--- config.mk ---
export PLATFORM = sky130hd
export DESIGN_NAME = pipe_stage_reg
export DESIGN_NICKNAME = d
export VERILOG_FILES = /design/src/rtl/pipe_stage_reg_pkg.sv /design/src/rtl/pipe_stage_reg_skid_ctrl.sv /design/src/rtl/pipe_stage_reg.sv
export SDC_FILE = /design/constraint.sdc
export NUM_CORES = 1
export LEC_CHECK = 0
export CORE_MARGIN = 2
export CORE_UTILIZATION = 45
export CTS_BUF_LIST = sky130_fd_sc_hd__clkbuf_8
export CTS_CLUSTER_SIZE = 8
export DETAILED_ROUTE_END_ITERATION = 16
export GPL_ROUTABILITY_DRIVEN = 0
export PLACE_DENSITY = 0.76
export SKIP_CTS_REPAIR_TIMING = 1
export SLEW_MARGIN = 15
export SYNTH_ARGS = -nofsm -noshare
export SYNTH_HDL_FRONTEND = slang
export SYNTH_SLANG_ARGS = --single-unit
--- constraint.sdc ---
create_clock -name clk -period 1.9 [get_ports clk]
set_input_delay 0.19 -clock clk [delete_from_list [all_inputs] [get_ports clk]]
set_output_delay 0.19 -clock clk [all_outputs]
set_load 0.05 [all_outputs]
--- src/rtl/pipe_stage_reg_pkg.sv ---
// Shared pipeline definitions: payload field widths for each stage boundary,
// the skid-buffer state encoding, the ISA NOP word and a saturating helper.
package pipe_stage_reg_pkg;

    // Fetch/decode instruction fields
    localparam int PC_W    = 32;
    localparam int OPC_W   = 5;
    localparam int RS_W    = 3;
    localparam int RD_W    = 3;
    localparam int SHMNT_W = 5;
    localparam int XLEN    = 32;

    // Payload widths for each pipeline boundary
    localparam int IFID_W  = PC_W + OPC_W + RS_W + RD_W + SHMNT_W;      // 48
    localparam int IDEX_W  = PC_W + OPC_W + RD_W + SHMNT_W + 2 * XLEN;
    localparam int EXMEM_W = OPC_W + RD_W + 2 * XLEN;
    localparam int MEMWB_W = RD_W + XLEN + 1;

    // IF/ID payload layout, most significant field first
    typedef struct packed {
        logic [PC_W-1:0]    pc;
        logic [OPC_W-1:0]   opcode;
        logic [RS_W-1:0]    rs;
        logic [RD_W-1:0]    rd;
        logic [SHMNT_W-1:0] shmnt;
    } ifid_t;

    // Skid-buffer states; the encoding equals the number of held entries
    localparam logic [1:0] ST_EMPTY = 2'd0;
    localparam logic [1:0] ST_ONE   = 2'd1;
    localparam logic [1:0] ST_TWO   = 2'd2;

    // ISA NOP: the all-zero instruction word
    localparam logic [IFID_W-1:0] NOP_INSN = '0;

    // Increment that sticks at all-ones instead of wrapping
    function automatic logic [15:0] sat_inc16(input logic [15:0] v);
        return (v == 16'hFFFF) ? v : v + 16'd1;
    endfunction

endpackage

--- src/rtl/pipe_stage_reg_skid_ctrl.sv ---
// Control for the two-entry skid buffer: tracks how many entries are held,
// produces a registered in_ready and the load enables for the data regs.
module pipe_skid_ctrl
    import pipe_stage_reg_pkg::*;
(
    input  logic       clk,
    input  logic       rst_n,
    input  logic       flush,
    input  logic       in_valid,
    input  logic       out_ready,
    output logic       in_ready,
    output logic       out_valid,
    output logic [1:0] occupancy,
    output logic       load_main_in,
    output logic       load_main_skid,
    output logic       load_skid
);

    logic [1:0] state_q, state_d;
    logic       in_ready_q;
    logic       in_xfer, out_xfer;

    assign in_ready  = in_ready_q;
    assign out_valid = (state_q != ST_EMPTY);
    assign occupancy = state_q;
    assign in_xfer   = in_valid && in_ready_q;
    assign out_xfer  = out_valid && out_ready;

    // Next state and data-register load enables; flush overrides everything
    always_comb begin
        state_d        = state_q;
        load_main_in   = 1'b0;
        load_main_skid = 1'b0;
        load_skid      = 1'b0;
        if (flush) begin
            state_d = ST_EMPTY;
        end else begin
            case (state_q)
                ST_EMPTY: begin
                    if (in_xfer) begin
                        state_d      = ST_ONE;
                        load_main_in = 1'b1;
                    end
                end
                ST_ONE: begin
                    if (in_xfer && out_xfer) begin
                        load_main_in = 1'b1;
                    end else if (in_xfer) begin
                        state_d   = ST_TWO;
                        load_skid = 1'b1;
                    end else if (out_xfer) begin
                        state_d = ST_EMPTY;
                    end
                end
                ST_TWO: begin
                    // in_ready is low here, so only a drain can happen
                    if (out_xfer) begin
                        state_d        = ST_ONE;
                        load_main_skid = 1'b1;
                    end
                end
                default: state_d = ST_EMPTY;
            endcase
        end
    end

    // State register; in_ready is precomputed from the next state so it has
    // no combinational path from out_ready
    always_ff @(posedge clk or negedge rst_n) begin
        if (!rst_n) begin
            state_q    <= ST_EMPTY;
            in_ready_q <= 1'b1;
        end else begin
            state_q    <= state_d;
            in_ready_q <= (state_d != ST_TWO);
        end
    end

endmodule

--- src/rtl/pipe_stage_reg.sv ---
// Valid/ready pipeline boundary register. SKID=1 gives a two-entry skid
// buffer with registered in_ready; SKID=0 gives a single register whose
// in_ready is combinational. Invalid cycles present NOP_VALUE downstream.
module pipe_stage_reg
    import pipe_stage_reg_pkg::*;
#(
    parameter int               WIDTH     = IFID_W,
    parameter int               SKID      = 1,
    parameter logic [WIDTH-1:0] NOP_VALUE = WIDTH'(NOP_INSN)
) (
    input  logic             clk,
    input  logic             rst_n,
    input  logic             in_valid,
    output logic             in_ready,
    input  logic [WIDTH-1:0] in_data,
    input  logic             flush,
    output logic             out_valid,
    input  logic             out_ready,
    output logic [WIDTH-1:0] out_data,
    output logic [1:0]       occupancy,
    output logic [15:0]      stall_cnt
);

    logic [WIDTH-1:0] main_q, main_d;
    logic [15:0]      stall_q, stall_d;

    assign out_data  = out_valid ? main_q : NOP_VALUE;
    assign stall_cnt = stall_q;

    generate
        if (SKID != 0) begin : g_skid
            logic             load_main_in, load_main_skid, load_skid;
            logic [WIDTH-1:0] skid_q, skid_d;

            pipe_skid_ctrl u_ctrl (
                .clk            (clk),
                .rst_n          (rst_n),
                .flush          (flush),
                .in_valid       (in_valid),
                .out_ready      (out_ready),
                .in_ready       (in_ready),
                .out_valid      (out_valid),
                .occupancy      (occupancy),
                .load_main_in   (load_main_in),
                .load_main_skid (load_main_skid),
                .load_skid      (load_skid)
            );

            // Main reg takes new input or the skid entry; skid catches overflow
            always_comb begin
                main_d = main_q;
                if (load_main_in) begin
                    main_d = in_data;
                end else if (load_main_skid) begin
                    main_d = skid_q;
                end
                skid_d = load_skid ? in_data : skid_q;
            end

            // Payload registers
            always_ff @(posedge clk or negedge rst_n) begin
                if (!rst_n) begin
                    main_q <= NOP_VALUE;
                    skid_q <= NOP_VALUE;
                end else begin
                    main_q <= main_d;
                    skid_q <= skid_d;
                end
            end
        end else begin : g_single
            logic valid_q, valid_d;
            logic in_xfer, out_xfer;

            assign in_ready  = !valid_q || out_ready;
            assign out_valid = valid_q;
            assign occupancy = {1'b0, valid_q};
            assign in_xfer   = in_valid && in_ready;
            assign out_xfer  = valid_q && out_ready;

            // Refill on accept, empty on drain; flush drops everything
            always_comb begin
                valid_d = valid_q;
                main_d  = main_q;
                if (flush) begin
                    valid_d = 1'b0;
                end else if (in_xfer) begin
                    valid_d = 1'b1;
                    main_d  = in_data;
                end else if (out_xfer) begin
                    valid_d = 1'b0;
                end
            end

            // Single payload register with its valid flag
            always_ff @(posedge clk or negedge rst_n) begin
                if (!rst_n) begin
                    valid_q <= 1'b0;
                    main_q  <= NOP_VALUE;
                end else begin
                    valid_q <= valid_d;
                    main_q  <= main_d;
                end
            end
        end
    endgenerate

    // Back-pressure counter, untouched by flush
    always_comb begin
        stall_d = stall_q;
        if (out_valid && !out_ready) begin
            stall_d = sat_inc16(stall_q);
        end
    end

    // Stall counter register, cleared only by reset
    always_ff @(posedge clk or negedge rst_n) begin
        if (!rst_n) begin
            stall_q <= 16'd0;
        end else begin
            stall_q <= stall_d;
        end
    end

endmodule

## Word level (Yosys, flattened, before mapping)

Cells that the tools add are included.

- Equality and inequality tests: 4
- Bitwise gates (word level): 1
- Order comparisons: 0
- Reduce and logical (&&, ||, !) cells: 9
- Add/sub/neg operators: 1
- $mul: 0
- Divide/modulo/power cells: 0
- Shift-type cells: 0
- Mux-type cells: 20

Operators by type and width:

| operator | count |
|---|---|
| $mux 48 | 3 |
| $add 16x1->16 const B | 1 |
| $eq 16x16->1 const B | 1 |
| $mux 2 | 6 |
| $mux 1 | 9 |
| $pmux 2 s3 | 1 |
| $logic_and 1x1->1 | 4 |
| $reduce_bool 2->1 | 2 |
| $eq 2x1->1 const B | 1 |
| $eq 2x2->1 const B | 1 |
| $logic_not 2->1 | 1 |
| $ne 2x2->1 const B | 1 |
| $pmux 1 s2 | 1 |
| $reduce_and 2->1 | 1 |
| $logic_not 1->1 | 1 |
| $not 1->1 | 1 |

- ROM bits: 0
- Memories kept: 0
- Latch bits: 0
- Flip-flop bits (word level): 115
- RAM bits: 0

## Depth between registers and ports, before layout

Gate-level depths: netlist of the first run.

- Depth after elaboration: 8
- Depth in mapped cells: 6

## Modules after synthesis

A second synthesis of the first run with hierarchy kept.

- Cells, all modules: 453
- Area total of the unflattened synthesis: 5,240.0 sq um

Modules (own cells, without submodules):

| module | instances | area each (sq um) | cells each |
|---|---|---|---|
| pipe_stage_reg | 1 | 5,058.6 | 435 |
| pipe_skid_ctrl | 1 | 181.4 | 18 |

## Worst setup path after synthesis of the first run

Ideal clock, no wire load.

- Kind: register -> output
- Start: register g_skid.u_ctrl.state_q[1] (netlist: g_skid.u_ctrl.occupancy[1])
- End: output port out_data[28]
- Stages on the path, launching flop included: 5
- Data required time: 1,710 ps
- Path buffers: 2
- Path slack: -298 ps
- Arrival time: 2,008 ps
- Cells stage by stage: dfrtp_1 -> nor2_1 -> clkbuf_1 -> clkbuf_1 -> nor2b_1

- Word-level cells in the longest chain between the ends: 2

RTL lines:

| element | line | RTL |
|---|---|---|
| start, declared | pipe_stage_reg_skid_ctrl.sv:19 | `logic [1:0] state_q, state_d;` |
| start signal, assigned | pipe_stage_reg_skid_ctrl.sv:74 | `state_q <= state_d;` |
| $reduce_bool 2->1 | pipe_stage_reg_skid_ctrl.sv:24 | `assign out_valid = (state_q != ST_EMPTY);` |
| $mux 48 | pipe_stage_reg.sv:27 | `assign out_data = out_valid ? main_q : NOP_VALUE;` |
| end, declared | pipe_stage_reg.sv:19 | `output logic [WIDTH-1:0] out_data,` |

Every way passes these cells.

## Worst setup path in the final report of the first run

- Start: register g_skid.u_ctrl.state_q[1] (netlist: g_skid.u_ctrl.occupancy[1])
- End: output port out_data[13]

Same word-level chain as after synthesis.

==> results of run 1 <==
==> through the flow <==
stage                     area (um^2)   util  setup WS [ps]  hold WS [ps]
after global routing             7600  0.665          -32.5           288
after floorplan                  5320      -          -94.5          -106
after detailed placement         6720  0.589          -93.2           175
final                            7600  0.665           40.9           270
after CTS                        7150  0.626          -95.0          -297
after global placement           6720  0.589          -46.3           172
==> kinds of logic after synthesis <==
| logic type | after synthesis |
|---|---|
| xor+xnor | 15 |
| flops | 115 |
| mux | 98 |
| fa+ha+maj | 1 |
| buf+inv | 31 |
| compound gates | 51 |
| simple gates | 142 |
==> routing by layer <==
layer / share of wire / wire (um)
met4: 0.010 / 136
met2: 0.50 / 6510
met5: 0 / 0
met1: 0.44 / 5710
met3: 0.052 / 683
==> area by class of cell <==
type / count / area [um^2]
multi-input combinational: 307 / 2300
timing repair buffer: 158 / 1790
inverter: 3 / 11.3
sequential: 115 / 2880
fill: 880 / 3820
tap: 143 / 179
clock buffer: 19 / 262
clock inverter: 13 / 166
==> sequential cells by signal, indices dropped and copies added (netlist names) <==
| signal | count |
|---|---|
| g_skid.u_ctrl.in_ready | 1 |
| g_skid.skid_q | 48 |
| main_q | 48 |
| stall_cnt | 16 |
| g_skid.u_ctrl.occupancy | 2 |
==> worst max-delay path, cell delays in order (launching register included) <==
cell and delay, ps:
dfrtp_1 370, buf_6 130, nor2_4 60, buf_4 140
buf_12 140, nor2b_1 210, buf_6 200
==> layout by cell type, fill, tap and decap left out, types with 19 or more instances in the layout <==
master             n
a21oi_1           48
buf_4             25
buf_6             46
clkbuf_8          19
clkdlybuf4s50_1   53
dfrtp_1          112
mux2_2            49
mux2i_1           48
nor2_1            51
nor2b_1           28
==> worst max path at each step <==
stage | depth (start not counted) | endpoint | slack [ps] | startpoint
2_1_floorplan | 4 | out_data[29] | -90 | g_skid.u_ctrl.occupancy[1]$_DFF_PN0_
3_3_place_gp | 6 | main_q[40]$_DFFE_PN0P_ | -50 | in_valid
3_5_place_dp | 6 | main_q[45]$_DFFE_PN0P_ | -90 | out_ready
4_1_cts | 1 | in_ready | -90 | g_skid.u_ctrl.in_ready$_DFF_PN1_
5_1_grt | 6 | out_data[29] | -30 | g_skid.u_ctrl.occupancy[1]$_DFF_PN0_
6_report | 6 | out_data[13] | 40 | g_skid.u_ctrl.occupancy[1]$_DFF_PN0_
==> power groups by stage <==
stage,combinational (uW),clock (uW),sequential (uW)
final,2290,2430,3360
after CTS,2090,2490,3360
after floorplan,1250,0,3480
after global placement,2030,0,3350
after detailed placement,2090,0,3390
after global routing,2430,2600,3430
==> flow_summary.toml, run 1 <==
[layout]
drive_gt1_frac = 0.319
area_growth_pct = 43.8
diodes = 0
fin_cells = 758
final_nets = 656

[placed_design]
portBuffers = 120
place_inst = 714
dp_hpwl_um = 7860

[pwr]
p_sw_uw = 2540
power_frac_clock = 0.301
p_int_uw = 5540
p_leak_uw = 0.00358
vdd_ir_drop_max_uv = 792
powerDensity_nw_per_um2 = 1060
combinationalPowerShare = 0.284
total_power_uw = 8080
p_seq_frac = 0.415
netSwitchingFraction = 0.314

[timing]
maxSlewHeadroom = 0.626
setup_viol = 0
fin_crit_sh = 0.978
worst_pin_slew_ps = 560
hold_viol = 0
rsz0062_at_grt = "true"
fin_skew_ps = 7.60
setup_tns_ps = 0
drv_slew = 0
fmax_ghz = 0.538
fin_crit_ps = 1860

[cts]
clockBufferDepth = 2
cts-htree-levels = 4
clkTransAtPathRegs_ps = 60
clock_sinks = 115
root_buffer = "clkbuf_8"
clk_latency_ps = 430
cts_buffers = 17
cts_tree = "done"

[worst_setup_path]
crit_required_ps = 1710
path_max_fanout = 13
r2r-start = "stall_cnt[0]$_DFFE_PN0P_"
cp-start-kind = "register"
r2r_cells = 5
endpoint_kind = "output pin"
critPathKind = "register to output pin"
r2r-end = "stall_cnt[12]$_DFFE_PN0P_"
crit_arrival_ps = 1670
ff2ff_setup_slack_ps = 100

[die]
num_rows = 39
core_area_um2 = 11400
boundaryPins = 121
dieArea_um2 = 12600
die_w_um = 112
start_util = 0.463
die_y_um = 112

[synth]
syn_inst = 453
synth_top_area_frac = 0.540
ys_top_cells_by_area = "dfrtp_1, mux2_2, mux2i_1"
ys_warn_count = 0
synth_top_family_by_area = "multiplexers"
yosysSeqAreaShare = 0.545
async_flop_share = 1.00
ys_ff_latch = 115
synth_xor_area_frac = 0.0249
synth_edf_count = 0
syn_area_um2 = 5290
synth_cell_types = 37
synth.most_common_cell = "dfrtp_1"
synth_compound_area_frac = 0.0497
syn_nets = 507
synth_top_area_cell = "dfrtp_1"
synth_fa_ha_area_frac = 0.00237
synthSimpleGateAreaFrac = 0.146
synthTopCellsByCount = "dfrtp_1, nor2_1, mux2_2"
avgSynthCellArea_um2 = 11.7
synth_mux_area_frac = 0.197
ys.flop_type = "dfrtp_1"

[global_routing]
grt_start_max_net_pins = 63
gr-total-overflow = 0
grt_pass1_vias = 3950
gr-usage-met2 = 0.320
grt_usage = 0.193
grt_use_met1 = 0.244
grt_use_met3 = 0.0594
grt_pass1_wl_um = 19300
grt-busiest-layer = "met2"
antenna_found_initial = 0

[detailed_routing]
drt-vias-per-instance = 5.21
firstDrtPassIters = 6
drcViolationCount = 0
routed_wl_um = 13000
drt_iter0_drc = 220
dr_total_vias = 3949
ant_nets = 0
wire_per_inst_um = 17.2

[min_path]
hold_class = "input pin to async pin"

[outcome]
outcome = "finished clean"

[flow_run]
cap_violations = 0
Power figures use the tool's default switching activity.
==> run 2, diff against run 1 <==
--- a/config.mk
+++ b/config.mk
@@ -5,6 +5,7 @@
 export SDC_FILE = /design/constraint.sdc
 export NUM_CORES = 1
 export LEC_CHECK = 0
+export CORE_ASPECT_RATIO = 1.5
 export CORE_MARGIN = 2
 export CORE_UTILIZATION = 45
 export CTS_BUF_LIST = sky130_fd_sc_hd__clkbuf_8
==> run 2 against run 1 <==
  * Non-clock buffer count down 6
  * Clock power shrank 2%
  * Final cell count increased by 0.13%
  * Combinational power is essentially flat
  * Sequential power about the same
  * Cell area barely moved
  * Clock skew shrank 1.1 ps
  * Fmax down 1.3%
  * Sequential cell count unchanged
  * Setup slack worse by 24 ps
  * Hold slack worse by 87 ps
==> flow_summary.toml, run 2 (same netlist as run 1, synthesis figures left out) <==
[outcome]
outcome = "finished clean"

[pwr]
p_leak_uw = 0.00357
vdd_ir_drop_max_uv = 681
powerDensity_nw_per_um2 = 1050

[detailed_routing]
dr_total_vias = 3937
ant_nets = 0
firstDrtPassIters = 5
routed_wl_um = 12700
drt_iter0_drc = 182
drt-vias-per-instance = 5.19
drcViolationCount = 0
wire_per_inst_um = 16.7

[timing]
fmax_ghz = 0.531
maxSlewHeadroom = 0.651
rsz0062_at_grt = "true"
hold_ws_ps = 183
setup_slack_ps = 17.0
hold_viol = 0
worst_pin_slew_ps = 522
setup_tns_ps = 0
fin_crit_sh = 0.991
setup_viol = 0
drv_slew = 0
fin_crit_ps = 1880
fin_skew_ps = 6.53

[die]
die_y_um = 137
num_rows = 48
die_w_um = 92.5
start_util = 0.461
core_area_um2 = 11500
boundaryPins = 121
dieArea_um2 = 12600

[global_routing]
antenna_found_initial = 0
grt_usage = 0.190
grt_pass1_vias = 3937
grt_start_max_net_pins = 64
gr-total-overflow = 0
grt_pass1_wl_um = 18500

[layout]
fin_cells = 759
seqCellArea_um2 = 2880
fillCellCount = 880
final_nets = 650
area_growth_pct = 43.9
drive_gt1_frac = 0.327
final_common_cell = "dfrtp_1"
multiInputGateArea_um2 = 2340
layout_common_cells = "dfrtp_1, clkdlybuf4s50_1, nor2_1, buf_6, mux2_2"
diodes = 0

[worst_setup_path]
startpoint = "g_skid.u_ctrl.occupancy[0]$_DFF_PN0_"
crit_arrival_ps = 1690
endpoint = "out_data[47]"
r2r-end = "main_q[11]$_DFFE_PN0P_"
critPathKind = "register to output pin"
r2r_cells = 7
r2r-start = "g_skid.u_ctrl.occupancy[0]$_DFF_PN0_"
ff2ff_setup_slack_ps = 140
path_max_fanout = 6
crit_required_ps = 1710
cp-start-kind = "register"
endpoint_kind = "output pin"

[cts]
cts-htree-levels = 4
clock_sinks = 115
cts_tree = "done"
cts_buffers = 17
root_buffer = "clkbuf_8"
clk_latency_ps = 430
clockBufferDepth = 2
clkTransAtPathRegs_ps = 70

[min_path]
hold_class = "input pin to async pin"

[placed_design]
portBuffers = 120
dp_slack_ps = -110
place_inst = 716
dp_hpwl_um = 7810

[flow_run]
cap_violations = 0
## run 2: changes by cell type in the layout (fill, tap and decap cells not counted), sizes merged
cell	change
buf	-6
clkinv	+3
clkinvlp	-2
clkbuf	-1
clkdlybuf4s50	+1
dlymetal6s2s	-1
## run 2: worst min-delay path by stage
stage / from / to / slack [ps] / cells after the start
final: rst_n / g_skid.skid_q[15]$_DFFE_PN0P_ / 180 / 2
after global routing: rst_n / g_skid.skid_q[15]$_DFFE_PN0P_ / 200 / 2
after CTS: rst_n / g_skid.skid_q[15]$_DFFE_PN0P_ / -380 / 1
after detailed placement: rst_n / g_skid.skid_q[15]$_DFFE_PN0P_ / 110 / 1
after global placement: rst_n / main_q[11]$_DFFE_PN0P_ / 100 / 1
after floorplan: rst_n / g_skid.skid_q[0]$_DFFE_PN0P_ / -110 / 0
## run 2: area by class of cell
type / instances / area share
multi-input combinational: 307 / 0.308
clock inverter: 14 / 0.0224
timing repair buffer: 152 / 0.232
tap: 150 / 0.0247
inverter: 3 / 0.00148
sequential: 115 / 0.379
clock buffer: 18 / 0.0326
## run 2: layer usage
metal	track usage	wire, um
met1	0.217	5160
met2	0.325	6620
met3	0.0551	625
met4	0.0937	304
met5	0	0
## run 2: worst max-delay path, stage by stage (launching register included)
cell       delay [ps]
dfrtp_1           410
buf_6             140
nor2_4            180
buf_12            150
clkbuf_16         170
nor2b_1            60
buf_6             150
## run 2: metrics by stage
stage | total power (uW) | instance area (um^2) | util
3_3_place_gp | 5360 | 6690 | 0.584
6_report | 8010 | 7610 | 0.663
5_1_grt | 8410 | 7610 | 0.663
4_1_cts | 7850 | 7110 | 0.620
2_1_floorplan | 4720 | 5320 | -
3_5_place_dp | 5450 | 6690 | 0.584
## run 2: where the power goes
part | total (uW) | switching, uW | internal (uW) | leakage [uW]
Sequential | 3350 | 333 | 3020 | 0.00137
Combinational | 2290 | 1230 | 1060 | 0.00197
Clock | 2370 | 937 | 1430 | 0.000230
